File: config.mk
export PLATFORM = sky130hd
export DESIGN_NAME = bdd_traversal_ctrl
export DESIGN_NICKNAME = d
export VERILOG_FILES = /design/src/rtl/bdd_traversal_ctrl.sv
export SDC_FILE = /design/constraint.sdc
export NUM_CORES = 1
export LEC_CHECK = 0
export BUFFER_PORTS_ARGS = -buffer_cell sky130_fd_sc_hd__buf_4
export CORE_MARGIN = 5
export CORE_UTILIZATION = 45
export DETAILED_ROUTE_END_ITERATION = 12
export PLACE_DENSITY = 0.81
export SLEW_MARGIN = 20
export SYNTH_ARGS = -nofsm -noshare
export SYNTH_HDL_FRONTEND = slang
export SYNTH_SLANG_ARGS = --single-unit
File: constraint.sdc
create_clock -name clk -period 2.4 [get_ports clk]
set_input_delay 0.12 -clock clk [delete_from_list [all_inputs] [get_ports clk]]
set_output_delay 0.12 -clock clk [all_outputs]
set_load 0.03 [all_outputs]
File: src/rtl/bdd_traversal_ctrl.sv
// Decision-tree traversal sequencer: walks one feature vector from the root node to a leaf,
// fetching node coefficients and children, requesting a MAC sum and branching on the threshold.
module bdd_traversal_ctrl #(
    parameter int ADDR_W    = 6,
    parameter int MAC_W     = 18,
    parameter int MAX_DEPTH = 16,
    parameter int ROOT_ADDR = 0
) (
    input  logic              clk,
    input  logic              rst_n,
    input  logic              start,
    input  logic              abort,
    input  logic [39:0]       feat_in,
    output logic              busy,
    output logic              done,
    output logic [8:0]        class_out,
    output logic              err_depth,
    output logic              err_addr,
    output logic [ADDR_W-1:0] node_addr,
    output logic              mem_rd_en,
    input  logic [47:0]       coef_data,
    input  logic [17:0]       child_data,
    output logic              mac_start,
    output logic [39:0]       mac_coef,
    output logic [39:0]       mac_feat,
    input  logic              mac_valid,
    input  logic [MAC_W-1:0]  mac_result
);

    typedef enum logic [2:0] {
        S_IDLE,
        S_FETCH,
        S_WAIT_MEM,
        S_MAC_ISSUE,
        S_MAC_WAIT,
        S_DECIDE,
        S_DONE
    } state_t;

    localparam logic [ADDR_W-1:0] ROOT        = ADDR_W'(ROOT_ADDR);
    localparam logic [8:0]        DEPTH_LIMIT = 9'(MAX_DEPTH);
    localparam logic [8:0]        ERR_WORD    = 9'h1FF;

    state_t             state_reg, state_next;
    logic [39:0]        feat_reg, feat_next;
    logic [39:0]        coef_reg, coef_next;
    logic [7:0]         thr_reg, thr_next;
    logic [8:0]         left_reg, left_next;
    logic [8:0]         right_reg, right_next;
    logic [MAC_W-1:0]   result_reg, result_next;
    logic [7:0]         depth_reg, depth_next;
    logic [ADDR_W-1:0]  node_addr_reg, node_addr_next;
    logic [8:0]         class_reg, class_next;
    logic               err_depth_reg, err_depth_next;
    logic               err_addr_reg, err_addr_next;

    logic               take_right;
    logic [8:0]         sel_word;
    logic               range_bad;
    logic [ADDR_W-1:0]  sel_addr;
    logic [8:0]         depth_inc;

    // Ties go right: only a strictly smaller sum selects the left child.
    assign take_right = (result_reg >= MAC_W'(thr_reg));
    assign sel_word   = take_right ? right_reg : left_reg;
    assign depth_inc  = {1'b0, depth_reg} + 9'd1;

    // Pointer bits above the SRAM address range only exist when ADDR_W < 8.
    generate
        if (ADDR_W < 8) begin : g_range_chk
            assign range_bad = |sel_word[7:ADDR_W];
            assign sel_addr  = sel_word[ADDR_W-1:0];
        end else begin : g_no_range_chk
            assign range_bad = 1'b0;
            assign sel_addr  = ADDR_W'(sel_word[7:0]);
        end
    endgenerate

    always_comb begin
        state_next     = state_reg;
        feat_next      = feat_reg;
        coef_next      = coef_reg;
        thr_next       = thr_reg;
        left_next      = left_reg;
        right_next     = right_reg;
        result_next    = result_reg;
        depth_next     = depth_reg;
        node_addr_next = node_addr_reg;
        class_next     = class_reg;
        err_depth_next = err_depth_reg;
        err_addr_next  = err_addr_reg;

        if (abort) begin
            state_next = S_IDLE;
        end else begin
            case (state_reg)
                S_IDLE: begin
                    if (start) begin
                        feat_next      = feat_in;
                        node_addr_next = ROOT;
                        depth_next     = 8'd0;
                        class_next     = 9'd0;
                        err_depth_next = 1'b0;
                        err_addr_next  = 1'b0;
                        state_next     = S_FETCH;
                    end
                end
                S_FETCH: state_next = S_WAIT_MEM;
                S_WAIT_MEM: begin
                    coef_next  = coef_data[47:8];
                    thr_next   = coef_data[7:0];
                    left_next  = child_data[17:9];
                    right_next = child_data[8:0];
                    state_next = S_MAC_ISSUE;
                end
                S_MAC_ISSUE: state_next = S_MAC_WAIT;
                S_MAC_WAIT: begin
                    if (mac_valid) begin
                        result_next = mac_result;
                        state_next  = S_DECIDE;
                    end
                end
                S_DECIDE: begin
                    if (sel_word[8]) begin
                        class_next = sel_word;
                        state_next = S_DONE;
                    end else if (range_bad) begin
                        err_addr_next = 1'b1;
                        class_next    = ERR_WORD;
                        state_next    = S_DONE;
                    end else begin
                        depth_next = depth_inc[7:0];
                        if (depth_inc == DEPTH_LIMIT) begin
                            err_depth_next = 1'b1;
                            class_next     = ERR_WORD;
                            state_next     = S_DONE;
                        end else begin
                            node_addr_next = sel_addr;
                            state_next     = S_FETCH;
                        end
                    end
                end
                S_DONE:  state_next = S_IDLE;
                default: state_next = S_IDLE;
            endcase
        end
    end

    always_ff @(posedge clk or negedge rst_n) begin
        if (!rst_n) begin
            state_reg     <= S_IDLE;
            feat_reg      <= '0;
            coef_reg      <= '0;
            thr_reg       <= '0;
            left_reg      <= '0;
            right_reg     <= '0;
            result_reg    <= '0;
            depth_reg     <= '0;
            node_addr_reg <= ROOT;
            class_reg     <= '0;
            err_depth_reg <= 1'b0;
            err_addr_reg  <= 1'b0;
        end else begin
            state_reg     <= state_next;
            feat_reg      <= feat_next;
            coef_reg      <= coef_next;
            thr_reg       <= thr_next;
            left_reg      <= left_next;
            right_reg     <= right_next;
            result_reg    <= result_next;
            depth_reg     <= depth_next;
            node_addr_reg <= node_addr_next;
            class_reg     <= class_next;
            err_depth_reg <= err_depth_next;
            err_addr_reg  <= err_addr_next;
        end
    end

    assign busy      = (state_reg != S_IDLE);
    assign done      = (state_reg == S_DONE);
    assign mem_rd_en = (state_reg == S_FETCH);
    assign mac_start = (state_reg == S_MAC_ISSUE);
    assign node_addr = node_addr_reg;
    assign class_out = class_reg;
    assign err_depth = err_depth_reg;
    assign err_addr  = err_addr_reg;
    assign mac_coef  = coef_reg;
    assign mac_feat  = feat_reg;

endmodule
==> flow_summary.toml, run 1 <==
[run_status]
status = "finished with violations"
violations = "setup timing"

[place]
io_buffers = 229
dp_slack_ps = -88.80
dp_hpwl_um = 12750
gp_congestion = 0.8245

[synth]
synth-edff-count = 0
synth_ff_type = "dfrtp_1"
synthCells = 555
synthSimpleGateAreaFrac = 0.1461
synthTopCellsByArea = "dfrtp_1, nand2_1, mux2_1, mux2_2, o2bb2ai_1"
yosys.area.top_type = "dfrtp_1"
synthArstFlopShare = 1.000
synth_top_family_by_area = "multiplexers"
ys_warn_count = 0
synth.area.mux_share = 0.1496
synth_cell_types = 46
synth_top_area_frac = 0.5929
avgSynthCellArea_um2 = 11.56
synth_compound_area_frac = 0.06749
ys_seq_area_frac = 0.5929
synth_nets = 693
synth_xor_area_frac = 0.004096
synthAdderAreaFrac = 0.01755
syn_area_um2 = 6415
ys_ff_latch = 152

[grt]
grt_pass1_wl_um = 31700
grt_pass1_vias = 6350
grt-ovfl-total = 0
antenna_found_initial = 1
track_usage = 0.2411
grt_max_degree = 55

[sta]
period_share = 1.012
skew_ps = 8.567
slew_headroom = 0.5912
tightestPinTransition_ps = 608.5
setup_viol = 4
hold_violations = 0
period_needed_ps = 2428
max_freq_ghz = 0.4119
timing.final.ws_setup_ps = -28.03
rsz0062_at_grt = "true"
final_max_slew_viol_count = 0

[clocking]
cts_buffer_depth = 2
cts_made_buffers = 17
clock_latency_ps = 410
htreeDepth = 4
path_clk_slew_ps = 60
clock-root-buffer = "clkbuf_16"
cts_tree = "built"
cts_sinks = 152

[die]
die_h_um = 129.4
core_area_um2 = 13930
die-area_um2 = 16740
num_io_pins = 230
rows = 43
die_w_um = 129.4
start_util = 0.4604

[drt]
wl_per_cell_um = 17.95
first_iter_violations = 303
routed_wl_um = 20090
viasPerCell = 5.122
antenna_left = 0
vias = 5732
drc = 0
dr.pass1.iters = 5

[setup_path]
cp.buffers_inverters = 3
crit_start = "result_reg[0]"
start_kind = "flop"
r2r-start = "result_reg[0]"
required_ps = 2700
worst_ep_arrival_time_ps = 2720
crit_path_frequent_cell = "a211o_1"
slowest_delay_ps = 370
critPathKind = "flop to flop"
crit_chain = "inv_2, ha_4, nand2b_4, a211o_1, a311oi_4, buf_6, mux2i_4, buf_12, a21oi_4, a211o_1"
crit_path_end_kind = "flop"
path_delay_family = "compound AO/OA/AOI/OAI gates"
slowest_stage = "dfrtp_1"
worstPathMaxFanout = 6

[power_and_ir_drop]
vdd_drop_max_mv = 0.6998
cellPowerDensity_nw_per_um2 = 1061
p_leak_uw = 0.005145

[layout]
fin_nets = 1062
area_delta_synth_final_pct = 63.31
fin_util = 0.7518
drive_gt1_frac = 0.3575

[hold_path]
min_from = "abort"
hold_path_class = "primary input to flop"

[run]
maxCapViolations = 0
==> stage by stage <==
stage / setup TNS [ps] / std cells / instance area [um^2] / hold WS [ps] / total power, uW
after CTS: -30.39 / 1114 / 10370 / 88.98 / 10980
final: -55.81 / 1119 / 10480 / 115.2 / 11110
after detailed placement: -633.8 / 956 / 8469 / -11.19 / 7988
after floorplan: -376.2 / 555 / 6435 / -175.6 / 6297
after global placement: -54.97 / 956 / 8469 / -13.45 / 7835
after global routing: -700.8 / 1118 / 10470 / 110.3 / 11680
==> metal layers <==
metal | vias up | wire length, um | global-route usage
li1 | 2638 | - | -
met1 | 2800 | 7200 | 0.2681
met2 | 234 | 10790 | 0.4317
met3 | 60 | 1336 | 0.06595
met4 | 0 | 759 | 0.1062
met5 | - | 0 | 0
==> cells in the final DEF, fill, tap and decap left out, types with 3 or more instances in the layout <==
cell and count:
buf_4 245, mux2i_1 8, nor2_1 15, nor4_1 4, ha_4 3, nand3b_1 9, nand2b_1 10, buf_12 3
o2bb2ai_1 16, nand3_1 8, ha_1 6, or3_1 3, clkbuf_8 5, mux2_2 34, clkbuf_1 3, dlygate4sd3_1 125
inv_1 10, bufinv_16 3, mux2_1 41, buf_6 3, nor3_1 4, nand2_1 147, dfrtp_1 152, clkinv_2 3
a211o_1 4, clkbuf_16 17, o21ai_0 17
==> tightest hold or removal path, cell delays in order <==
cell and delay, ps:
buf_4 160, inv_1 70, a32o_2 130
==> worst paths after layout <==
check	end	slack, ps	cells past startpoint
worst min register to register	mac_feat[18]	480	2
worst max register to register	depth_reg[5]	-30	10
worst max-delay path	depth_reg[5]	-30	10
worst min-delay path	state_reg[2]	120	3
max in group asynchronous	mac_coef[28]	1490	3
min in group asynchronous	err_depth	130	2
==> power by group <==
group          leakage, uW  total (uW)  internal, uW  switching (uW)
Clock             0.000307        2750          1770             974
Combinational      0.00292        4460          1970            2490
Sequential         0.00192        3900          3380             522
==> synth_stat cells (all sizes together), types with 2 or more instances <==
cell type and count:
inv 11, nand3b 9, ha 9, nor2 15
o21ai 19, mux2 76, xnor2 2, nor3 4
and3b 2, a31oi 2, buf 3, nand2 147
nor4 5, a21oi 3, dfrtp 152, clkbuf 23
or3 3, a211o 4, o2bb2ai 17, mux2i 10
a311oi 2, nand3 10, or2 2, nand2b 11
==> layout make-up <==
| cell class | instances | area, um^2 |
|---|---|---|
| Clock buffer | 25 | 505.5 |
| Tap cell | 180 | 225.2 |
| Inverter | 11 | 41.29 |
| Sequential cell | 152 | 3804 |
| Clock inverter | 7 | 113.9 |
| Timing Repair Buffer | 376 | 3184 |
| Antenna cell | 2 | 5.005 |
| Multi-Input combinational cell | 366 | 2597 |
| Fill cell | 819 | 3458 |
==> cells by family after synthesis <==
group | after synthesis
AND/OR/NAND/NOR | 213
flip-flops | 152
multiplexers | 86
AO/OA/AOI/OAI | 55
buffers and inverters | 37
adder cells (fa/ha/maj) | 9
XOR/XNOR | 3
==> repair_timing <==
action | 4_1_cts | 5_1_grt
endpoints found under the hold margin | 243 | 0
pin swaps | 0 | 4
setup endpoints to repair | 18 | 26
cloned | 0 | 0
resized for setup | 4 | 12
buffers inserted | 1 | 3
hold buffers | 125 | 0
Note: power is estimated with default switching activity, not from simulation.
==> run 2: changes to the inputs <==
RECOVER_POWER = 100   (was default)
==> run 2 against run 1 <==
Effect of this change:
- the run still ends with setup timing left
- clock power is essentially flat
- first-iteration DRC count shrank 12%
- core utilization shrank 3.0 points
- critical path depth is the same
- register-to-register slack is essentially flat
==> flow_summary.toml, run 2 (synthesis gave the netlist of run 1 again) <==
[run_status]
status = "finished with violations"
violations = "setup timing"

[clocking]
clock-root-buffer = "clkbuf_16"
cts_sinks = 152
cts_buffer_depth = 2
cts_tree = "built"
cts_made_buffers = 17
clock_latency_ps = 410
path_clk_slew_ps = 60
htreeDepth = 4

[setup_path]
required_ps = 2690
worstPathMaxFanout = 6
start_kind = "flop"
slowest_delay_ps = 370
worst_ep_arrival_time_ps = 2720
crit_path_end_kind = "flop"
crit_chain = "inv_2, ha_4, nand2b_4, a211o_1, a311oi_4, buf_6, mux2i_4, buf_12, a21oi_4, a211o_1"
critPathKind = "flop to flop"
slowest_stage = "dfrtp_1"
crit_path_frequent_cell = "a211o_1"

[die]
die-area_um2 = 16740
num_io_pins = 230
die_w_um = 129.4
die_h_um = 129.4
core_area_um2 = 13930
rows = 43
start_util = 0.4604

[layout]
final_common_cell = "dfrtp_1"
finalInstanceArea_um2 = 10060
area_delta_synth_final_pct = 56.86
drive_gt1_frac = 0.2465
fin_nets = 1062
final_cell_mix = "dfrtp_1, nand2_1, buf_4"

[power_and_ir_drop]
vdd_drop_max_mv = 0.6281
cellPowerDensity_nw_per_um2 = 1057
fin_total_pwr_uw = 10640
p_leak_uw = 0.004738

[place]
place_area_um2 = 8469
io_buffers = 229
dp_hpwl_um = 12750
gp_congestion = 0.8245

[sta]
tightestPinTransition_ps = 1318
skew_ps = 7.143
timing.final.ws_setup_ps = -28.05
max_freq_ghz = 0.4119
rsz0062_at_grt = "true"
hold_violations = 0
final_max_slew_viol_count = 0
period_share = 1.012
setup_viol = 4
slew_headroom = 0.1213
period_needed_ps = 2428

[drt]
viasPerCell = 5.170
vias = 5785
dr.pass1.iters = 5
drc = 0
first_iter_violations = 268
antenna_left = 0
wl_per_cell_um = 17.92
routed_wl_um = 20060

[grt]
track_usage = 0.2411
grt_pass1_vias = 6350
grt_pass1_wl_um = 31700
grt-ovfl-total = 0
antenna_found_initial = 1
grt_max_degree = 55

[hold_path]
hold_path_class = "primary input to flop"

[run]
maxCapViolations = 0
-- run 2: final cells by class --
| class | count | area, um^2 |
|---|---|---|
| flip-flops and latches | 152 | 3804 |
| multi-input cells | 366 | 2591 |
| clock inverters | 7 | 113.9 |
| diodes | 2 | 5.005 |
| repair buffers | 376 | 2776 |
| inverters | 11 | 41.29 |
| fillers | 956 | 3872 |
| clock buffers | 25 | 505.5 |
| well taps | 180 | 225.2 |
-- run 2: final timing paths --
check                         startpoint      endpoint  slack [ps]  cells after the start
min in group asynchronous          rst_n  mac_feat[37]         530                      2
max in group asynchronous          rst_n  right_reg[0]         350                      3
setup / recovery           result_reg[0]  depth_reg[5]         -30                     10
hold / removal                     abort  state_reg[2]         120                      3
setup reg to reg           result_reg[0]  depth_reg[5]         -30                     10
hold reg to reg             mac_feat[18]  mac_feat[18]         470                      2
-- run 2: what timing repair did --
item                       in CTS  in global routing
buffers inserted                1                  3
hold buffers                  125                  0
setup endpoints to repair      18                 26
hold endpoints to repair      243                  0
resized for setup               4                 12
pin swaps                       0                  4
-- run 2: layer usage --
layer  wire, um  up-vias  GRT usage
li1           -     2642          -
met1       7183     2847     0.2681
met2      10740      241     0.4317
met3       1403       55    0.06595
met4        729        0     0.1062
met5          0        -          0
-- run 2: report_power, final --
group	leakage [uW]	switching, uW	internal (uW)
registers	0.00192	508	3380
clock network	0.000307	971	1770
logic	0.00251	2490	1520
-- run 2: worst max-delay path: cells and delay by family (launching register included) --
kind	cells	cell delay (ps)
compound gates	4	900
buf+inv	3	410
flops	1	370
mux	1	300
fa+ha+maj	1	190
simple gates	1	120
-- run 2: through the flow --
stage / setup TNS (ps) / utilization / hold WS [ps] / std cells / worst slack [ps]
after floorplan: -376.2 / - / -175.6 / 555 / -64.31
after global placement: -54.97 / 0.6078 / -13.45 / 956 / -7.957
after detailed placement: -633.8 / 0.6078 / -11.19 / 956 / -88.80
after CTS: -30.39 / 0.7440 / 88.98 / 1114 / -22.26
after global routing: -827.1 / 0.7219 / 107.2 / 1118 / -106.9
final: -53.69 / 0.7221 / 117.8 / 1119 / -28.05
